--- config.mk ---
export PLATFORM = sky130hd
export DESIGN_NAME = shift_extractor
export DESIGN_NICKNAME = d
export VERILOG_FILES = /design/src/rtl/shift_pkg.sv /design/src/rtl/shift_stage.sv /design/src/rtl/shift_extractor.sv
export SDC_FILE = /design/constraint.sdc
export NUM_CORES = 1
export LEC_CHECK = 0
export CORE_MARGIN = 3
export CORE_UTILIZATION = 31
export CTS_CLUSTER_SIZE = 20
export DETAILED_ROUTE_END_ITERATION = 12
export PLACE_DENSITY = 0.59
export SLEW_MARGIN = 15
export SYNTH_ARGS = -nofsm -noshare
export SYNTH_HDL_FRONTEND = slang
export SYNTH_SLANG_ARGS = --single-unit
--- constraint.sdc ---
create_clock -name clk -period 3.62 [get_ports clk]
set_input_delay 0.724 -clock clk [delete_from_list [all_inputs] [get_ports clk]]
set_output_delay 0.724 -clock clk [all_outputs]
set_load 0.02 [all_outputs]
--- src/rtl/shift_pkg.sv ---
// Shared widths and FSM encoding for the shift unit (expander/extractor pair).
package shift_pkg;

   localparam int IN_W      = 64;
   localparam int OUT_W     = 32;
   localparam int IDX_W     = 7;
   localparam int MAX_SHIFT = 32;

   // One iteration per shift_index bit 0..5; bit 6 only matters for rejected indices.
   localparam int STEP_W    = 3;
   localparam int LAST_STEP = 5;

   typedef enum logic [1:0] {
      S_IDLE  = 2'd0,
      S_SHIFT = 2'd1,
      S_DONE  = 2'd2
   } shx_state_t;

endpackage

--- src/rtl/shift_stage.sv ---
// One log-shifter stage: shifts right by 2**k when amt_bit is set, zeros enter from the MSB.
module shift_stage
   import shift_pkg::*;
(
   input  logic [IN_W-1:0]   data_in,
   input  logic              amt_bit,
   input  logic [STEP_W-1:0] k,
   output logic [IN_W-1:0]   data_out
);

   logic [IDX_W-1:0] amount;

   always_comb begin
      amount   = IDX_W'(1) << k;
      data_out = amt_bit ? (data_in >> amount) : data_in;
   end

endmodule

--- src/rtl/shift_extractor.sv ---
// Recovers a 32-bit operand placed at bit offset shift_index inside a 64-bit word,
// using one shared log-shifter stage iterated over the index bits.
module shift_extractor
   import shift_pkg::*;
(
   input  logic              clk,
   input  logic              rst,
   input  logic              in_valid,
   output logic              in_ready,
   input  logic [IN_W-1:0]   input_b,
   input  logic [IDX_W-1:0]  shift_index,
   output logic              out_valid,
   input  logic              out_ready,
   output logic [OUT_W-1:0]  output_a,
   output logic              out_err,
   output shx_state_t        dbg_state
);

   // Handshakes: a transfer happens on a rising edge where valid && ready are both high.
   // in_ready is high only in IDLE, out_valid only in DONE; output_a/out_err stay stable
   // while out_valid is high and out_ready is low.

   shx_state_t        state_q, state_d;
   logic [IN_W-1:0]   data_q;
   logic [IDX_W-1:0]  idx_q;
   logic [STEP_W-1:0] step_q;
   logic              err_q;
   logic [IN_W-1:0]   stage_out;
   logic              accept;
   logic              last_step;

   assign in_ready  = (state_q == S_IDLE);
   assign out_valid = (state_q == S_DONE);
   assign dbg_state = state_q;
   assign accept    = in_valid && in_ready;
   assign last_step = (step_q == STEP_W'(LAST_STEP));

   shift_stage u_stage (
      .data_in  (data_q),
      .amt_bit  (idx_q[step_q]),
      .k        (step_q),
      .data_out (stage_out)
   );

   always_ff @(posedge clk or posedge rst) begin
      if (rst) state_q <= S_IDLE;
      else     state_q <= state_d;
   end

   // A rejected index still spends one SHIFT cycle so its result appears one edge after accept.
   always_comb begin
      state_d = state_q;
      case (state_q)
         S_IDLE:  if (accept) state_d = S_SHIFT;
         S_SHIFT: if (err_q || last_step) state_d = S_DONE;
         S_DONE:  if (out_ready) state_d = S_IDLE;
         default: state_d = S_IDLE;
      endcase
   end

   always_ff @(posedge clk or posedge rst) begin
      if (rst) begin
         data_q   <= '0;
         idx_q    <= '0;
         step_q   <= '0;
         err_q    <= 1'b0;
         output_a <= '0;
         out_err  <= 1'b0;
      end else if (accept) begin
         data_q <= input_b;
         idx_q  <= shift_index;
         step_q <= '0;
         err_q  <= (shift_index > IDX_W'(MAX_SHIFT));
      end else if (state_q == S_SHIFT) begin
         if (err_q) begin
            output_a <= '0;
            out_err  <= 1'b1;
         end else begin
            data_q <= stage_out;
            step_q <= step_q + STEP_W'(1);
            if (last_step) begin
               output_a <= stage_out[OUT_W-1:0];
               out_err  <= 1'b0;
            end
         end
      end
   end

endmodule
==> impl_results.md, run 1 <==
- Final period util: 95.8%
- Clk Latency, worst-skew pair: 0.38 ns
- Worst-path cell chain: inv_1, ha_1, buf_4, o21ai_0, a221o_1, mux4_2, nor2_1, a221oi_2, o21ai_1
- Initial Util: 31.8%
- DR vias/cell: 6.77
- Clk sinks: 110
- CTS tree: done
- Clock share of power: 8.8%
- Worst setup EP type: register
- Post-Synth Adder-Cell Area: 0.637%
- Initial antenna violation count: 0
- Clock skew: 0.0162 ns
- Yosys cell types: 81
- Cells after Synth: 1093
- Slew margin rel.: 31.1%
- Final Critical Period: 3.47 ns
- Final #Nets: 1259
- HP Class: register to register
- H-tree depth: 3
- TNS Setup: 0 ns
- #FFs+latches synth: 110
- Root Driver: clkbuf_16
- Max Root-Sink Buffers: 2
- # rows: 64
- Power density cells: 1030 nW/µm²
- Core area: 30900 µm²
- Ys flop type: dfrtp_1
- Crit Path Category: register to register
- DR vias: 10.7k
- Maximum vdd drop: 0.000457 V
- CP delay by family, top: compound AO/OA/AOI/OAI gates
- NetSw: 0.00669 W
- Fraction of layout cells with a size suffix above 1: 16.0%
- First-pass GRT wire length: 70300 µm
- Die Span X: 184 µm
- Synth top area cells: dfrtp_1 28%, mux4_2 10%, mux2i_1 7.8%
- Vias in the first global route: 10.1k
- GR Util met3: 7.30%
- Worst-margin pin slew: 1.02 ns
- Post-synthesis compound-gate area fraction: 30.0%
- Net Sw Frac: 54.5%
- Met2 GRT Util: 40.4%
- Mapped Area: 9830 µm²
- Clock transition at path regs: 0.10 ns
- Pins over their slew limit: 0
- Filler instances: 3144
- Cell taking the most area after synthesis: dfrtp_1
- Post_cts resized: 0
- Setup-failing EPs final: 0
- Post-synth EDFFs: 0
- Combinational family with the most area after synthesis: compound AO/OA/AOI/OAI gates
- Crit path max fanout: 18
- Status: completed
- Cell with the most instances after synthesis: nand2_1
- Post-CTS Hold Buffers: 0
- Crit path required time: 3.88 ns
- Post-synth ARST share: 100%
- Synthesis Warnings: 0
- Post-synth top cells: 116 x nand2_1, 110 x dfrtp_1, 80 x o21ai_0
- Synthesis-to-layout area growth: 21.7%
- Drt total wl: 47800 µm
- RSZ-0062 raised after global routing: no
- P_int: 0.00559 W
- Worst Path Buf+Inv: 2
- Antenna-violating nets left: 0
- # IOs: 112
- Layout Cells excl Fill: 1581
- Placed insts: 1564
- Critical Path Max Stage Delay: 0.82 ns
- Routability cong.: 1.04
- Post-synth net total: 1173
- Static Leak: 4.94 nW
- Critical Path AT: 3.73 ns
- Comb pwr share: 68.9%
- Hold Fails Final Rpt: 0
- Flop pwr share: 22.2%
- GR Util met1: 39.0%
- Post-synthesis mux area share: 19.4%
- Most used routing layer: met2
- Pre-antenna DRT Iters: 6
- Wirelength per Cell: 30.2 µm
- Largest net degree at the start of global routing: 69
- Synth Area in XOR/XNOR: 0%
- Max Cap Violations: 0
- Initial DRC count: 1649
- F_max: 288 MHz
- Mean Syn Cell Area: 8.99 µm²
- Port buffer count: 111
- CP max-delay cell: o21ai_0
- Setup crit start kind: register
- Total GRT Usage: 27.7%
- Seq/Total Area, Yosys: 28.0%
- Synth Area in Simple Gates: 14.7%
- Dpl hpwl: 35200 µm
- CTS buffer count: 9
- Post-CTS setup buffers: 0
- DRC Markers: 0
- Grt ovf: 0
- Post-synth top area share: 28.0%
- Die ar.: 33900 µm²
- Die height: 184 µm
==> through the flow <==
step           instance area [µm²]  setup WS (ns)  power (W)  util [%]  hold slack, ns
2_1_floorplan                 9830          0.864    0.00747         -           0.445
6_report                     12000          0.152     0.0123      38.7           0.490
3_3_place_gp                 11600          0.287     0.0108      37.6           0.465
3_5_place_dp                 11600          0.309     0.0108      37.6           0.469
4_1_cts                      11900          0.282     0.0119      38.6           0.494
5_1_grt                      12000         0.0366     0.0128      38.7           0.516
==> layout make-up <==
type                       instances  area [µm²]  area share, %
timing repair buffer             192        1880           15.7
clock buffer                       9         225           1.88
sequential                       110        2750           23.0
inverter                          25        97.6          0.816
multi-input combinational        841        6410           53.6
antenna                            1        2.50         0.0209
clock inverter                     7        86.3          0.722
tap                              396         495           4.14
==> path summary, 6_finish.rpt <==
| check | from | cells past startpoint | to | slack, ns |
|---|---|---|---|---|
| max in group asynchronous | rst | 3 | data_q[36]$_DFFE_PP0P_ | 2.09 |
| max | step_q[0]$_DFFE_PP0P_ | 9 | data_q[4]$_DFFE_PP0P_ | 0.15 |
| min reg2reg | idx_q[0]$_DFFE_PP0P_ | 2 | idx_q[0]$_DFFE_PP0P_ | 0.49 |
| min | idx_q[0]$_DFFE_PP0P_ | 2 | idx_q[0]$_DFFE_PP0P_ | 0.49 |
| min in group asynchronous | rst | 2 | dbg_state[1]$_DFFE_PP0P_ | 0.81 |
| max reg2reg | step_q[0]$_DFFE_PP0P_ | 9 | data_q[4]$_DFFE_PP0P_ | 0.15 |
==> cells in the final DEF (no fill, tap or decap), types with 8 or more instances in the layout <==
cell,synthesis,routed
o21ai_1,12,11
dfrtp_1,110,109
and3b_1,9,9
nand2_1,116,116
o211ai_1,20,20
nand3_1,21,21
a211oi_1,17,17
clkbuf_16,0,9
a22oi_1,76,76
a2bb2oi_1,12,12
buf_12,1,13
clkdlybuf4s50_1,0,111
inv_1,25,24
o21ai_0,80,80
a22o_1,11,11
o22ai_1,10,10
mux2i_1,77,76
nor3_1,10,10
a21oi_1,38,38
a21o_1,8,8
and2_1,10,9
mux2_2,11,11
nor2_1,58,57
a221o_1,10,10
buf_4,11,68
o221ai_1,9,8
mux4_2,45,45
nor2b_1,12,10
o31ai_1,8,8
a31oi_1,14,14
nand3b_1,10,10
a222oi_1,14,14
==> power by group through the flow <==
stage | clock, W | sequential, W | combinational (W)
detailed placement | 0 | 0.00267 | 0.00813
finish | 0.00108 | 0.00273 | 0.00846
global route | 0.00115 | 0.00273 | 0.00889
floorplan | 0 | 0.00205 | 0.00542
global placement | 0 | 0.00268 | 0.00816
CTS | 0.00111 | 0.00266 | 0.00817
==> metal layers <==
layer	up-vias	wire (µm)
li1	4438	-
met1	5273	19400
met2	845	20200
met3	143	5990
met4	0	2160
met5	-	0
==> cells by family after synthesis <==
kind of cell,count (synthesis)
buffers and inverters,142
AND/OR/NAND/NOR,294
multiplexers,133
adder cells (fa/ha/maj),5
flip-flops,110
AO/OA/AOI/OAI,409
==> registers in the layout, summed over array words and instances, names as in the netlist <==
signal,flops
idx_q,7
output_a,32
dbg_state,2
step_q,3
err_q,1
data_q,64
out_err,1
==> worst register-to-register path: cells and delay by family, from the launching register on <==
family                     cells  cell delay (ns)
AOI/OAI and AO/OA              4             1.65
DFF                            1             0.50
buffers and inverters          2             0.41
muxes                          1             0.37
adders and majority gates      1             0.32
and+or+nand+nor                1             0.10
No activity file was read; power rests on OpenSTA's default activity.
==> run 2: changes to the inputs <==
CORE_UTILIZATION = 45   (was 31)
PLACE_DENSITY = 0.77   (was 0.59)
==> impl_results.md, run 2 (synthesis gave the netlist of run 1 again) <==
- CP max-delay cell: dfrtp_1
- Drt total wl: 45300 µm
- Flop pwr share: 22.5%
- Routability cong.: 1.05
- Final #Nets: 1252
- Filler instances: 1932
- Crit path required time: 3.92 ns
- Hold_ws: 0.494 ns
- Final Critical Period: 3.47 ns
- # IOs: 112
- CTS tree: done
- Dpl hpwl: 33100 µm
- Biggest regs: data_q (64), output_a (32), idx_q (7)
- F_max: 288 MHz
- Max FFs per register: 64
- Net Sw Frac: 54.6%
- Antenna-violating nets left: 0
- Post-Route M1 WL: 16900 µm
- DR vias: 10.8k
- Core area: 21200 µm²
- Clock share of power: 9.0%
- Clk sinks: 110
- Total GRT Usage: 37.3%
- Most common cell after layout, fill and taps aside: nand2_1
- Critical Path Max Stage Delay: 0.48 ns
- Setup crit start kind: register
- Status: completed
- Vias in the first global route: 10.3k
- Post-CTS setup buffers: 0
- Final core utilization: 55.0%
- P_int: 0.00554 W
- Worst-path cell chain: inv_1, ha_4, buf_4, buf_4, mux2i_1, a22oi_1, o2111a_1, a21o_1, o21ai_0, buf_4, a311oi_1, a211o_1
- Wirelength per Cell: 31.2 µm
- Metal2 WL: 19100 µm
- Largest Register: data_q
- Clock skew: 0.0132 ns
- Die ar.: 23600 µm²
- Grt ovf: 0
- Die Span X: 154 µm
- Post-CTS Hold Buffers: 0
- RSZ-0062 raised after global routing: no
- Final Cell Area: 11700 µm²
- Critical Path AT: 3.77 ns
- Crit Path Category: register to register
- Post-DP Area: 11400 µm²
- Final period util: 95.8%
- Initial antenna violation count: 2
- Static Leak: 4.88 nW
- DR vias/cell: 7.46
- Largest net degree at the start of global routing: 69
- Slew margin rel.: 41.9%
- DR top layer: met5
- Hold Fails Final Rpt: 0
- Antenna Diode Count: 0
- Port buffer count: 111
- HP Class: register to register
- Maximum vdd drop: 0.000505 V
- DRC Markers: 0
- Fraction of layout cells with a size suffix above 1: 15.4%
- Pins over their slew limit: 0
- Routed wl met3: 6920 µm
- Initial DRC count: 1981
- Most frequent cells in the layout: 116 x nand2_1, 111 x clkdlybuf4s50_1, 109 x dfrtp_1, 80 x o21ai_0, 77 x mux2i_1
- TNS Setup: 0 ns
- Die height: 154 µm
- Clk Latency, worst-skew pair: 0.37 ns
- Max Cap Violations: 0
- Comb pwr share: 68.6%
- Root Driver: clkbuf_16
- Setup-failing EPs final: 0
- Initial Util: 46.3%
- CP dominant cell by count: buf_4
- Worst setup EP type: register
- Crit path max fanout: 26
- Power density cells: 1050 nW/µm²
- First-pass GRT wire length: 67700 µm
- Post_cts resized: 0
- Worst-margin pin slew: 0.848 ns
- Pre-antenna DRT Iters: 7
- # rows: 53
- NetSw: 0.00667 W
- CTS buffer count: 9
- Synthesis-to-layout area growth: 18.9%
- Clock transition at path regs: 0.08 ns
- Max Root-Sink Buffers: 2
- H-tree depth: 3
## run 2: routing by layer
metal | up-vias | global-route usage (%)
li1 | 4419 | -
met1 | 5232 | 51.0
met2 | 1001 | 53.4
met3 | 170 | 13.2
met4 | 8 | 16.5
met5 | - | 0
## run 2: power groups by stage
stage	sequential (W)	clock, W	combinational (W)
after CTS	0.00265	0.00110	0.00795
final	0.00275	0.00109	0.00837
after global placement	0.00267	0	0.00790
after detailed placement	0.00268	0	0.00791
after floorplan	0.00205	0	0.00542
after global routing	0.00274	0.00115	0.00869
## run 2: path summary, 6_finish.rpt
path	startpoint	end	slack, ns	cells after the start
max reg2reg	step_q[1]$_DFFE_PP0P_	data_q[24]$_DFFE_PP0P_	0.15	12
min in group asynchronous	rst	dbg_state[1]$_DFFE_PP0P_	0.84	2
max in group asynchronous	rst	data_q[42]$_DFFE_PP0P_	2.11	3
min	idx_q[3]$_DFFE_PP0P_	idx_q[3]$_DFFE_PP0P_	0.49	2
max	step_q[1]$_DFFE_PP0P_	data_q[24]$_DFFE_PP0P_	0.15	12
min reg2reg	idx_q[3]$_DFFE_PP0P_	idx_q[3]$_DFFE_PP0P_	0.49	2
## run 2: stage by stage
stage / total power [W] / setup slack [ns] / instances
6_report: 0.0122 / 0.151 / 1452
5_1_grt: 0.0126 / 0.0187 / 1452
4_1_cts: 0.0117 / 0.160 / 1452
3_5_place_dp: 0.0106 / 0.173 / 1436
3_3_place_gp: 0.0106 / 0.229 / 1436
2_1_floorplan: 0.00747 / 0.864 / 1093
## run 2: critical path: cells and delay by family (launching register included)
kind | cells | cell delay [ns]
compound gates | 6 | 1.47
buf+inv | 4 | 1.08
flops | 1 | 0.48
fa+ha+maj | 1 | 0.23
mux | 1 | 0.12
## run 2: layout make-up
type | instances | area, µm² | share of cell area, %
Tap cell | 275 | 344 | 2.95
Sequential cell | 110 | 2750 | 23.6
Timing Repair Buffer | 185 | 1770 | 15.1
Multi-Input combinational cell | 841 | 6410 | 54.9
Clock inverter | 6 | 80.1 | 0.686
Clock buffer | 10 | 229 | 1.96
Inverter | 25 | 97.6 | 0.836
